<file path="src/rtl/mips_pkg.sv">
// Shared MIPS front-end types and constants.
// Imported by fetch_stage and if_id_reg.
package mips_pkg;

  localparam int XLEN = 32;

  localparam logic [XLEN-1:0] INSTR_NOP = 32'h0000_0000;

  localparam logic [XLEN-1:0] RESET_PC_DEF = 32'h0000_0000;

  typedef struct packed {
    logic [XLEN-1:0] instr;
    logic [XLEN-1:0] pc;
    logic [XLEN-1:0] pc_plus4;
  } if_id_t;

endpackage

</file>
<file path="src/rtl/if_id_reg.sv">
// IF/ID pipeline register: payload plus valid flag.
// Captures on load, drains to empty on transfer, otherwise holds.
module if_id_reg
  import mips_pkg::*;
(
  input  logic   clk,
  input  logic   rst,
  input  logic   load,
  input  logic   xfer,
  input  if_id_t d,
  output logic   valid,
  output if_id_t q
);

  // Load wins over drain; stall keeps payload stable
  always_ff @(posedge clk) begin
    if (rst) begin
      valid <= 1'b0;
      q     <= '0;
    end else if (load) begin
      valid <= 1'b1;
      q     <= d;
    end else if (xfer) begin
      valid <= 1'b0;
    end
  end

endmodule

</file>
<file path="src/rtl/fetch_stage.sv">
// MIPS fetch stage: pc register, next-pc mux, IF/ID register.
// Define BRANCH_DELAY_SLOT_EN to keep the delay-slot word on redirect.
module fetch_stage
  import mips_pkg::*;
#(
  parameter logic [31:0] RESET_PC = RESET_PC_DEF
) (
  input  logic        clk,
  input  logic        rst,
  output logic [31:0] imem_addr,
  input  logic [31:0] imem_rdata,
  input  logic        fetch_en,
  output logic        id_valid,
  input  logic        id_ready,
  output logic [31:0] id_instr,
  output logic [31:0] id_pc,
  output logic [31:0] id_pc_plus4,
  input  logic        redirect_valid,
  input  logic [31:0] redirect_pc
);

  logic [XLEN-1:0] pc;
  logic [XLEN-1:0] pc_next;
  logic [XLEN-1:0] pc_inc;
  logic [XLEN-1:0] target;
  logic            xfer;
  logic            load;
  logic            redir;
  logic            cap;
  logic            unused_lsb;
  if_id_t          d;
  if_id_t          q;

  assign unused_lsb = ^redirect_pc[1:0];

  assign xfer   = id_valid & id_ready;
  assign load   = fetch_en & (~id_valid | id_ready);
  assign redir  = redirect_valid & xfer;
  assign pc_inc = pc + 32'd4;
  assign target = {redirect_pc[31:2], 2'b00};

`ifdef BRANCH_DELAY_SLOT_EN
  assign cap = load;
`else
  assign cap = load & ~redir;
`endif

  // Redirect beats sequential advance; pc holds without a capture
  always_comb begin
    pc_next = pc;
    if (redir)
      pc_next = target;
    else if (cap)
      pc_next = pc_inc;
  end

  // Program counter register
  always_ff @(posedge clk) begin
    if (rst)
      pc <= RESET_PC;
    else
      pc <= pc_next;
  end

  // Redirect is only meaningful when the branch leaves IF/ID
  always_ff @(posedge clk) begin
    if (!rst)
      assert (!(redirect_valid && !xfer))
        else $warning("fetch_stage: redirect without transfer ignored");
  end

  assign d.instr    = imem_rdata;
  assign d.pc       = pc;
  assign d.pc_plus4 = pc_inc;

  if_id_reg u_if_id (
    .clk   (clk),
    .rst   (rst),
    .load  (cap),
    .xfer  (xfer),
    .d     (d),
    .valid (id_valid),
    .q     (q)
  );

  assign imem_addr   = pc;
  assign id_instr    = q.instr;
  assign id_pc       = q.pc;
  assign id_pc_plus4 = q.pc_plus4;

endmodule

</file>
<file path="config.mk">
export PLATFORM = sky130hd
export DESIGN_NAME = fetch_stage
export DESIGN_NICKNAME = d
export VERILOG_FILES = /design/src/rtl/mips_pkg.sv /design/src/rtl/if_id_reg.sv /design/src/rtl/fetch_stage.sv
export SDC_FILE = /design/constraint.sdc
export NUM_CORES = 1
export LEC_CHECK = 0
export ABC_AREA = 0
export BUFFER_PORTS_ARGS = -buffer_cell sky130_fd_sc_hd__buf_2
export CORE_AREA = 2 2 106 108
export CTS_BUF_LIST = sky130_fd_sc_hd__clkbuf_8 sky130_fd_sc_hd__clkbuf_16
export DETAILED_ROUTE_END_ITERATION = 12
export DIE_AREA = 0 0 108 110
export PLACE_DENSITY = 0.78
export SLEW_MARGIN = 25
export SYNTH_ARGS = -nofsm -noshare
export SYNTH_HDL_FRONTEND = slang
export SYNTH_SLANG_ARGS = --single-unit
</file>
<file path="constraint.sdc">
create_clock -name clk -period 2.75 [get_ports clk]
set_input_delay 0.1375 -clock clk [delete_from_list [all_inputs] [get_ports clk]]
set_output_delay 0.1375 -clock clk [all_outputs]
set_load 0.05 [all_outputs]
</file>
# Word level (Yosys, flattened, before mapping)
# Cells that the tools add are included.
[totals]
register_bits = 129
[op_classes]
n_reduce_logical = 3
addsub = 1
n_mux = 4
n_bitwise = 7
[op_table]
columns = ["cell", "n"]
rows = [
  ["$mux W32", 2],
  ["$add A32 B3 Y32 const B", 1],
  ["$and A1 B1 Y1", 4],
  ["$reduce_bool A2 Y1", 2],
  ["$mux W1", 2],
  ["$not A1 Y1", 2],
  ["$reduce_or A2 Y1", 1],
  ["$or A1 B1 Y1", 1],
]

# Depth between registers and ports, before layout
[depth]
depth_word = 6
mapped_depth = 8
ltp_nobuf = 6

# Hierarchy
# Synthesis repeated with hierarchy kept, for this count alone.
[unflattened]
cells_unflattened = 559
hier_area_um2 = 5472.7
[by_module_without_submodules]
columns = ["mod", "instances", "cells_per_inst", "area_each_um2"]
rows = [
  ["if_id_reg", 1, 314, 3438.3],
  ["fetch_stage", 1, 245, 2034.5],
]

# Least setup slack after synthesis
# OpenSTA, ideal clock, no wires.
[synth_timing]
path_kind = "register to register"
from = "register pc[2] (netlist: imem_addr[2])"
to = "register u_if_id.q[18] (netlist name)"
stages_incl_launch_ff = 7
arrival_ns = 2.310
path_slack_ns = 0.354
n_path_buf = 0
path_cell_list = "dfxtp_1 > ha_1 > nand3_1 > nor4_1 > nand3_1 > xor2_1 > a211oi_1"
[synth_via]
elab_chain_cells = 1
[synth_rtl]
columns = ["element", "line", "text"]
rows = [
  ["start: declaration", "fetch_stage.sv:22", "logic [XLEN-1:0] pc;"],
  ["start signal: assignment", "fetch_stage.sv:62", "pc <= pc_next;"],
  ["$add A32 B3 Y32", "fetch_stage.sv:39", "assign pc_inc = pc + 32'd4;"],
]
# Every way passes these cells.
# A chain may end at the register's enable or synchronous reset.

# Worst setup path after layout
[layout_timing]
from = "register pc[19] (netlist: imem_addr[19])"
to = "register pc[29] (netlist: imem_addr[29])"
[layout_via]
elab_chain_cells = 3
[layout_rtl]
columns = ["element", "line", "text"]
rows = [
  ["$add A32 B3 Y32", "fetch_stage.sv:39", ""],
  ["$mux W32", "fetch_stage.sv:53", "else if (cap)"],
  ["$mux W32", "fetch_stage.sv:51", "if (redir)"],
]
# Every way passes these cells. The select of a mux whose other input is x is not followed.

==> metrics.txt <==
run status=finished, final reports clean; Yosys reg bits=approximately 120; vias in the first global route=roughly 5100; CTS Buffer Depth=2; peak supply drop=roughly 0.36 mV; CORE AREA=roughly 0.011 mm²; Post-synth ARST share=0; crit path max fanout=11; cts bufs inserted=17; Hold WS=~0.088 ns; Vias/cell=between 5 and 6; Maximum Capacitance Violations=0; port buffer count=approximately 190; unrepaired setup endpoints after global routing=false; fmax=about 440 MHz; synthesized area per cell=around 8.2 µm²; Top Usage Layer GRT=met2; met3 usage=0.102; die height=roughly 110 µm; Switching Share=0.291; Netlist cell types=52; TritonCTS clock tree=done; Synth Cell Area=0.00510 mm²; Final Setup Violations=0; crit path launch type=flip-flop; Slew Limit Fails=0; Antenna Cells=0; PD cells=between 600 and 700 mW/mm²; Post-DP HPWL=roughly 10 mm; Hold Vio Cnt, Final=0; GR Layer Usage met1=0.330; Iteration-0 DRC Markers=around 350; first-pass GRT wire length=roughly 25 mm; die area=~0.012 mm²; All-Layer GR Usage=0.269; Clock Sinks=between 100 and 150; pin count of the biggest net entering global routing=92; htree depth=4; Seq/Total Area, Yosys=0.483; gr ovfl total=0; worst slew pin tran=around 0.63 ns; Post-CTS Resized=0; P_sw=around 1.3 mW; fin crit period=roughly 2.3 ns; Slowest-stage cell, CP=dfxtp_1; sequential share of power=0.418; met2 Usage GRT=0.430; Routed WL per cell=between 15 and 20 µm; Setup Skew=~0.006 ns; Slew Limit Headroom=0.579; Pleak=between 3 and 4 nW; DR DRC count=0; Cells after Synth=around 620; setup TNS=0 ns; Synthesis Warnings=0; layout cell share with drive strength beyond 1=0.283; Syn-to-layout area delta=42.4%; first drt pass iteration count=6; Total Wirelength=15.7 mm; die width=between 100 and 150 µm; initial antenna violation count=0; Root Buffer=clkbuf_8; Min-Delay Path Class=in2reg; crit path kind=reg2reg; # fillers=approximately 820; nets=just over 900; cell chain of the critical path=and4_1, nand4_1, nor4_2, nor4b_1, a211o_1; CP required=3.15 ns; Comb pwr share=0.154; Main synth FF type=dfxtp_1; number of synthesized flops with an enable pin=0; Setup crit end kind=flip-flop; Routed Antenna Nets=0; WP data arrival=2.65 ns; Starting Density=0.477; Post-CTS Setup Bufs=0; Clock Power Share=0.428; Tcrit/Tclk final=0.819; routability cong.=between 0.8 and 0.9; Worst-Skew Late Latency=roughly 0.5 ns; CTS Hold Buffers Added=63; Int Power=3.23 mW; worst stage delay on the critical path=~0.52 ns; I/O pin total=a little under 200; clk slew on worst S/H paths=roughly 0.060 ns; Rows=38; via count=around 5300
-- area by class of cell --
| class | instances | area [µm²] | share of cell area |
|---|---|---|---|
| Sequential cell | 123 | 2460 | 0.339 |
| Inverter | 4 | 15.0 | 0.00207 |
| Clock buffer | 20 | 455 | 0.0627 |
| Tap cell | 140 | 175 | 0.0241 |
| Clock inverter | 12 | 75.1 | 0.0103 |
| Multi-Input combinational cell | 444 | 2390 | 0.330 |
| Timing Repair Buffer | 264 | 1680 | 0.232 |
-- cells in the final DEF, fill, tap and decap left out, types with 13 or more instances in the layout --
cell | netlist | final
buf_2 | 7 | 188
nand2_1 | 159 | 159
dfxtp_1 | 123 | 123
a21oi_1 | 91 | 91
dlygate4sd3_1 | 0 | 63
nor2_1 | 29 | 29
a22oi_1 | 19 | 19
xnor2_1 | 17 | 17
clkbuf_16 | 0 | 16
a211oi_1 | 13 | 13
-- logic make-up after synthesis --
| group | count (synthesis) | share of synthesized area |
|---|---|---|
| AOI/OAI and AO/OA | 167 | 0.197 |
| DFF | 123 | 0.483 |
| other | 1 | 0.000735 |
| adders and majority gates | 1 | 0.00245 |
| and+or+nand+nor | 248 | 0.225 |
| buffers and inverters | 62 | 0.0550 |
| xor gates and xnor gates | 22 | 0.0378 |
-- per-layer routing --
layer,routed length (µm),up-vias,share of wire
met1,6640,2461,0.42
met2,7390,234,0.47
met4,369,0,0.023
li1,-,2611,-
met3,1320,32,0.084
met5,0,-,0
-- sequential cells by signal, summed over array words and instances, names as in the netlist --
name,flops
u_if_id.q,92
imem_addr,30
u_if_id.valid,1
-- cells in the mapped netlist, types with 7 or more instances --
cell type | instances | area share
nand2_1 | 159 | 0.12
dfxtp_1 | 123 | 0.48
a21oi_1 | 91 | 0.089
clkbuf_1 | 41 | 0.030
nor2_1 | 29 | 0.021
a22oi_1 | 19 | 0.028
xnor2_1 | 17 | 0.029
a211oi_1 | 13 | 0.019
nand3_1 | 12 | 0.012
o21ai_0 | 10 | 0.0098
o22ai_1 | 9 | 0.011
nor4_1 | 8 | 0.0098
buf_2 | 7 | 0.0069
-- stage by stage --
step / area, µm² / std cells / util / setup slack [ns] / power [mW]
2_1_floorplan: 5120 / 629 / - / 0.354 / 2.39
3_3_place_gp: 6100 / 912 / 0.570 / 0.610 / 2.55
3_5_place_dp: 6100 / 912 / 0.570 / 0.554 / 2.56
4_1_cts: 7260 / 1007 / 0.678 / 0.529 / 4.57
5_1_grt: 7260 / 1007 / 0.678 / 0.349 / 4.73
6_report: 7260 / 1007 / 0.678 / 0.498 / 4.55
-- power by group through the flow --
stage                     Clock, mW  Combinational (mW)  Sequential, mW
after floorplan                   0               0.224            2.17
after global placement            0               0.614            1.94
after detailed placement          0               0.621            1.94
after CTS                      1.97               0.693            1.90
after global routing           2.07               0.747            1.91
final                          1.95               0.699            1.90
-- critical path: cells and delay by family, from the launching register on --
kind / cells / cell delay, ns
and+or+nand+nor: 4 / 1.34
DFF: 1 / 0.52
AOI/OAI and AO/OA: 1 / 0.28
-- final timing paths --
check | from | to | slack [ns] | depth (start not counted)
worst max-delay path | imem_addr[19] | imem_addr[29] | 0.50 | 5
worst min-delay path | rst | imem_addr[2] | 0.09 | 2
worst max register to register | imem_addr[19] | imem_addr[29] | 0.50 | 5
worst min register to register | u_if_id.q[84] | u_if_id.q[84] | 0.45 | 2
No activity file was read; power rests on OpenSTA's default activity.
